## src/rtl/decode_stage_pipe.sv

```systemverilog
// ---------------------------------------------------------------------------
// decode_stage_pipe
//
// MIPS instruction-decode pipeline stage. It holds the architectural register
// file and splits each accepted instruction into its fields. It extends the
// immediate and reads both source operands. The decoded result is registered
// behind a valid/ready handshake. The stage also provides:
//   - a one-bubble load-use interlock
//   - a synchronous flush of the output register
//   - a saturating stall counter
//
// Build option:
//   DECODE_BYPASS_EN - when defined, a same-cycle writeback to a register being
//                      read is forwarded into the captured operand. When it is
//                      undefined, the pre-write register file value is captured.
//
// Ports:
//   Clk, Rst_n           clock, asynchronous active-low reset
//   flush                squash the output register at the next edge
//   in_valid/in_ready    fetch-side handshake, in_instr = instruction word
//   wb_en/wb_addr/wb_data  writeback port into the register file
//   out_valid/out_ready  execute-side handshake
//   out_opcode/funct/rs/rt/rd/shamt/imm  decoded fields
//   out_rs_data/out_rt_data              register operands
//   out_is_load          opcode is LW
//   stall_cnt            saturating count of load-use bubbles
// ---------------------------------------------------------------------------
module decode_stage_pipe #(
    parameter int  DATA_W  = 32,
    parameter int  REG_CNT = 32,
    localparam int AW      = $clog2(REG_CNT)
) (
    input  logic              Clk,
    input  logic              Rst_n,
    input  logic              flush,
    input  logic              in_valid,
    output logic              in_ready,
    input  logic [31:0]       in_instr,
    input  logic              wb_en,
    input  logic [AW-1:0]     wb_addr,
    input  logic [DATA_W-1:0] wb_data,
    output logic              out_valid,
    input  logic              out_ready,
    output logic [5:0]        out_opcode,
    output logic [5:0]        out_funct,
    output logic [AW-1:0]     out_rs,
    output logic [AW-1:0]     out_rt,
    output logic [AW-1:0]     out_rd,
    output logic [4:0]        out_shamt,
    output logic [DATA_W-1:0] out_imm,
    output logic [DATA_W-1:0] out_rs_data,
    output logic [DATA_W-1:0] out_rt_data,
    output logic              out_is_load,
    output logic [15:0]       stall_cnt
);

    localparam logic [5:0] OP_LW   = 6'h23;
    localparam logic [5:0] OP_ANDI = 6'h0C;
    localparam logic [5:0] OP_ORI  = 6'h0D;
    localparam logic [5:0] OP_XORI = 6'h0E;

    logic [DATA_W-1:0] regs [REG_CNT];

    logic [5:0]        in_opcode;
    logic [AW-1:0]     in_rs;
    logic [AW-1:0]     in_rt;
    logic [AW-1:0]     in_rd;
    logic [DATA_W-1:0] imm_ext;
    logic [DATA_W-1:0] rs_data;
    logic [DATA_W-1:0] rt_data;
    logic              hazard;
    logic              accept;

    assign in_opcode = in_instr[31:26];
    assign in_rs     = in_instr[21 +: AW];
    assign in_rt     = in_instr[16 +: AW];
    assign in_rd     = in_instr[11 +: AW];

    // Logical immediates zero-extend; everything else sign-extends.
    always_comb begin
        imm_ext = DATA_W'($signed(in_instr[15:0]));
        if (in_opcode == OP_ANDI || in_opcode == OP_ORI || in_opcode == OP_XORI)
            imm_ext = DATA_W'(in_instr[15:0]);
    end

    always_comb begin
        rs_data = (in_rs == '0) ? '0 : regs[in_rs];
        rt_data = (in_rt == '0) ? '0 : regs[in_rt];
`ifdef DECODE_BYPASS_EN
        if (wb_en && wb_addr != '0 && wb_addr == in_rs) rs_data = wb_data;
        if (wb_en && wb_addr != '0 && wb_addr == in_rt) rt_data = wb_data;
`endif
    end

    // A load in the output register whose destination feeds the incoming
    // instruction holds it off for one cycle.
    assign hazard = out_valid && out_is_load && (out_rt != '0) && in_valid &&
                    ((in_rs == out_rt) || (in_rt == out_rt));

    assign in_ready = Rst_n && (!out_valid || out_ready) && !hazard && !flush;
    assign accept   = in_valid && in_ready;

    always_ff @(posedge Clk or negedge Rst_n) begin
        if (!Rst_n) begin
            for (int unsigned i = 0; i < REG_CNT; i++) regs[i] <= '0;
        end else if (wb_en && wb_addr != '0) begin
            regs[wb_addr] <= wb_data;
        end
    end

    always_ff @(posedge Clk or negedge Rst_n) begin
        if (!Rst_n) begin
            out_valid   <= 1'b0;
            out_opcode  <= '0;
            out_funct   <= '0;
            out_rs      <= '0;
            out_rt      <= '0;
            out_rd      <= '0;
            out_shamt   <= '0;
            out_imm     <= '0;
            out_rs_data <= '0;
            out_rt_data <= '0;
            out_is_load <= 1'b0;
            stall_cnt   <= '0;
        end else if (flush) begin
            out_valid <= 1'b0;
        end else if (accept) begin
            out_valid   <= 1'b1;
            out_opcode  <= in_opcode;
            out_funct   <= in_instr[5:0];
            out_rs      <= in_rs;
            out_rt      <= in_rt;
            out_rd      <= in_rd;
            out_shamt   <= in_instr[10:6];
            out_imm     <= imm_ext;
            out_rs_data <= rs_data;
            out_rt_data <= rt_data;
            out_is_load <= (in_opcode == OP_LW);
        end else if (out_ready && hazard) begin
            out_valid <= 1'b0;
            if (stall_cnt != 16'hFFFF) stall_cnt <= stall_cnt + 16'd1;
        end else if (out_ready) begin
            out_valid <= 1'b0;
        end
    end

endmodule

```

## config.mk

```make
export PLATFORM = sky130hd
export DESIGN_NAME = decode_stage_pipe
export DESIGN_NICKNAME = d
export VERILOG_FILES = /design/src/rtl/decode_stage_pipe.sv
export SDC_FILE = /design/constraint.sdc
export NUM_CORES = 2
export LEC_CHECK = 0
export ABC_CLOCK_PERIOD_IN_PS = 2060
export BUFFER_PORTS_ARGS = -buffer_cell sky130_fd_sc_hd__buf_2
export CAP_MARGIN = 20
export CORE_ASPECT_RATIO = 0.75
export CORE_MARGIN = 2
export CORE_UTILIZATION = 45
export DETAILED_ROUTE_END_ITERATION = 6
export HOLD_SLACK_MARGIN = 0.12
export PLACE_DENSITY = 0.64
export SLEW_MARGIN = 10
export SYNTH_ARGS = -nofsm -noshare
export SYNTH_HDL_FRONTEND = slang
export SYNTH_SLANG_ARGS = --single-unit
export TNS_END_PERCENT = 5
```

## constraint.sdc

```tcl
create_clock -name Clk -period 2.06 [get_ports Clk]
set_clock_uncertainty 0.05 [all_clocks]
set_input_delay 0.309 -clock Clk [delete_from_list [all_inputs] [get_ports Clk]]
set_output_delay 0.309 -clock Clk [all_outputs]
set_load 0.1 [all_outputs]
```

==> metrics.csv <==
stage,metric,value,unit
power_and_ir_drop,powerDensity,975,nW/um^2
place,dpl_cell_area,66500,sq um
timing,fin_hold_ws,0.163,ns
worst_setup_path,reg2regPathDepth,9,
worst_setup_path,startpoint_type,register,
place,dp_slack,-0.381,ns
synthesis,ys_warn_count,0,
die,floorplan.rows,115,
worst_setup_path,critPathArrivalTime,2.48,ns
timing,hold_viol,0,
global_routing,grt_max_degree,117,
worst_hold_path,min_from,wb_data[2],
power_and_ir_drop,leakagePower,32.1,nW
worst_hold_path,whs_path_depth,2,
worst_setup_path,crit_required,1.70,ns
synthesis,synth_area,59600,sq um
run_status,outcome,"complete, but fails checks",
worst_setup_path,path_buf_inv,2,
power_and_ir_drop,seqPwrFrac,43.1,%
drt,firstDrtPassIters,6,
cells_and_area,fin_nets,4865,
place,io_buffers,221,
synthesis,yosys_register_bits,1139,
drt,drtIter0Drc,4620,
worst_setup_path,reg2reg_to,out_rt_data[6],
global_routing,grt_pass1_vias,42500,
power_and_ir_drop,vdd_drop_max,1.02,mV
cells_and_area,final_cell_mix,"1127 x dfrtp_1, 1012 x mux2_2, 508 x mux2i_1",
global_routing,antenna_found_initial,9,
drt,vias_per_cell,6.40,
clock_network,ctsLongestPathBuffers,3,
timing,slew_violations,0,
timing,slew_headroom,52.4,%
synthesis,synthCells,4408,
global_routing,grt_first_pass_wirelength,297000,microns
global_routing,grt_overflow_total,0,
cells_and_area,area_growth,19.7,%
drt,wire_per_inst,30.4,microns
clock_network,clkTransAtPathRegs,0.07,ns
die,die_x,424,microns
clock_network,root_buffer,clkbuf_16,
cells_and_area,regArea,28500,sq um
synthesis,ys_async_sr_fraction,100,%
power_and_ir_drop,p_clk_share,31.2,%
clock_network,cts.sinks,1139,
place,dp_hpwl,129000,microns
synthesis,synth_edf_count,0,
synthesis,ys.flop_type,dfrtp_1,
timing,postLayoutSetupSlackWorst,-0.779,ns
cells_and_area,utilization,54.3,%
worst_setup_path,crit_family,simple AND/OR/NAND/NOR gates,
worst_setup_path,cp_cell_sequence,or4_4 > o2111ai_4 > buf_6 > o21a_4 > buf_12,
job,drv_cap,0,
run_status,violations,setup timing,
drt,drt-total-wl,202000,microns
cells_and_area,fin_cells,6643,
clock_network,cts_made_buffers,114,
clock_network,h-tree-depth,3,
synthesis,syn-num-nets,4484,
synthesis,avgSynthCellArea,13.5,sq um
power_and_ir_drop,p_sw_share,32.8,%
drt,drc_errors,0,
synthesis,synth_cell_types,49,
worst_setup_path,rrSetupSlack,-0.64,ns
timing,fmax,352,MHz
drt,ant_nets,0,
worst_setup_path,cpPeakStageDelay,0.54,ns
power_and_ir_drop,p_switching,22.8,mW
worst_setup_path,worstSetupPathType,register to primary output,
clock_network,clkLatencyLatePin,0.76,ns
die,initial_core_util,45.4,%
cells_and_area,fillers,10900,
place,dpl.cell_count,6370,
power_and_ir_drop,combPwrFrac,25.7,%
worst_hold_path,min_to,regs[226],
clock_network,cts_tree,yes,
global_routing,grt.total_usage,29.6,%
timing,finalSetupViolations,116,
die,ioPinCount,222,
worst_setup_path,crit_path_max_fanout,3,
worst_hold_path,hp-class,input port to register,
cells_and_area,drive_gt1_share,45.8,%
die,dieArea,135000,sq um
timing,worst_slew_pin_slew,0.712,ns
cells_and_area,multi_input_area,29000,sq um
timing,finalCritPeriodShare,138,%
cells_and_area,design_area,71300,sq um
timing,tns,-53.83,ns
timing,min_period,2.84,ns
cells_and_area,mostFrequentLayoutCell,dfrtp_1,
place,place_congestion,0.863,
die,die_h,319,microns
timing,rsz0062_at_grt,yes,
drt,dr_total_vias,42500,
synthesis,synth-seq-area-share,47.8,%
power_and_ir_drop,cellInternalPower,46.7,mW
worst_setup_path,end_kind,primary output,
power_and_ir_drop,power,69.5,mW
worst_setup_path,r2r-start,out_rt[2],
worst_setup_path,worst_path_max_delay_cell,or4_4,
die,design.core.area,131000,sq um
-- worst max-delay path by stage --
| stage | endpoint | cells past startpoint | startpoint | slack, ns |
|---|---|---|---|---|
| after CTS | in_ready | 5 | out_rt[2] | -0.85 |
| after floorplan | out_funct[0] | 6 | out_rt[1] | -0.34 |
| after detailed placement | out_rs_data[30] | 11 | in_instr[23] | -0.38 |
| after global routing | in_ready | 5 | out_rt[2] | -0.83 |
| final | in_ready | 5 | out_rt[2] | -0.78 |
| after global placement | out_rt_data[14] | 7 | in_instr[18] | -0.60 |
-- timing repair --
action	in CTS	in global routing
pin swaps	5	7
setup endpoints to repair	150	138
setup buffers	6	1
cloned	7	3
gates resized for setup	55	24
hold buffers	40	1
hold endpoints to repair	1029	3
-- cells by family after synthesis --
| family | after synthesis | share of synthesized area, % |
|---|---|---|
| compound gates | 648 | 7.93 |
| xor+xnor | 25 | 0.368 |
| fa+ha+maj | 1 | 0.0210 |
| buf+inv | 506 | 3.99 |
| flops | 1139 | 47.8 |
| mux | 1791 | 37.7 |
| simple gates | 298 | 2.19 |
-- power by group through the flow --
stage,Sequential [mW],Clock [mW],Combinational [mW]
after floorplan,32.1,0,10.3
after global placement,30.0,0,17.2
after detailed placement,30.2,0,17.5
after CTS,29.8,21.9,17.8
after global routing,30.5,22.8,18.9
final,30.0,21.7,17.9
-- cell usage after synthesis, types with 2 or more instances --
library cell | n | share of area (%)
mux4_2 | 258 | 9.8
buf_4 | 74 | 0.93
mux2i_1 | 508 | 8.5
nor4b_1 | 3 | 0.044
a22oi_1 | 187 | 2.4
nor3_1 | 5 | 0.042
mux2_2 | 1012 | 19
nand2b_1 | 4 | 0.042
nand3_1 | 13 | 0.11
and3b_1 | 2 | 0.029
a221o_1 | 2 | 0.034
and2_1 | 5 | 0.053
inv_1 | 6 | 0.038
o22ai_1 | 2 | 0.021
mux2_1 | 13 | 0.25
or3b_2 | 2 | 0.029
nand3b_1 | 4 | 0.050
buf_2 | 84 | 0.71
nand2_1 | 112 | 0.71
nor3b_1 | 4 | 0.050
nand4_1 | 7 | 0.073
a21oi_1 | 66 | 0.55
dfrtp_1 | 1139 | 48
clkbuf_4 | 2 | 0.025
buf_1 | 59 | 0.37
nor2b_1 | 6 | 0.063
o21ai_0 | 131 | 1.1
a221oi_1 | 252 | 3.7
clkbuf_1 | 268 | 1.7
nor2_1 | 118 | 0.74
buf_6 | 12 | 0.23
xnor2_1 | 15 | 0.22
and3_1 | 8 | 0.084
xor2_1 | 10 | 0.15
-- cell type report --
| cell class | count | share of cell area, % |
|---|---|---|
| Multi-Input combinational cell | 2763 | 40.6 |
| Sequential cell | 1139 | 40.0 |
| Timing Repair Buffer | 764 | 10.9 |
| Clock buffer | 176 | 4.74 |
| Tap cell | 1755 | 3.08 |
| Clock inverter | 35 | 0.595 |
| Inverter | 7 | 0.0439 |
| Antenna cell | 4 | 0.0140 |
-- registers in the layout, summed over array words and instances, names as in the netlist --
| register | cells |
|---|---|
| out_rs_data | 32 |
| out_rd | 4 |
| out_rt | 5 |
| out_imm | 4 |
| stall_cnt | 16 |
| out_funct | 5 |
| regs | 1024 |
| out_opcode | 6 |
| out_rs | 5 |
| out_is_load | 1 |
| out_rt_data | 32 |
| out_shamt | 4 |
| out_valid | 1 |
-- layer usage --
metal	GRT usage [%]	part of all wire, %	up-vias
met1	42.0	43	22500
met3	5.72	8.0	439
li1	-	-	17600
met4	11.1	4.2	6
met2	44.9	45	1972
met5	0.248	0.036	-
Note: power is estimated with default switching activity, not from simulation.
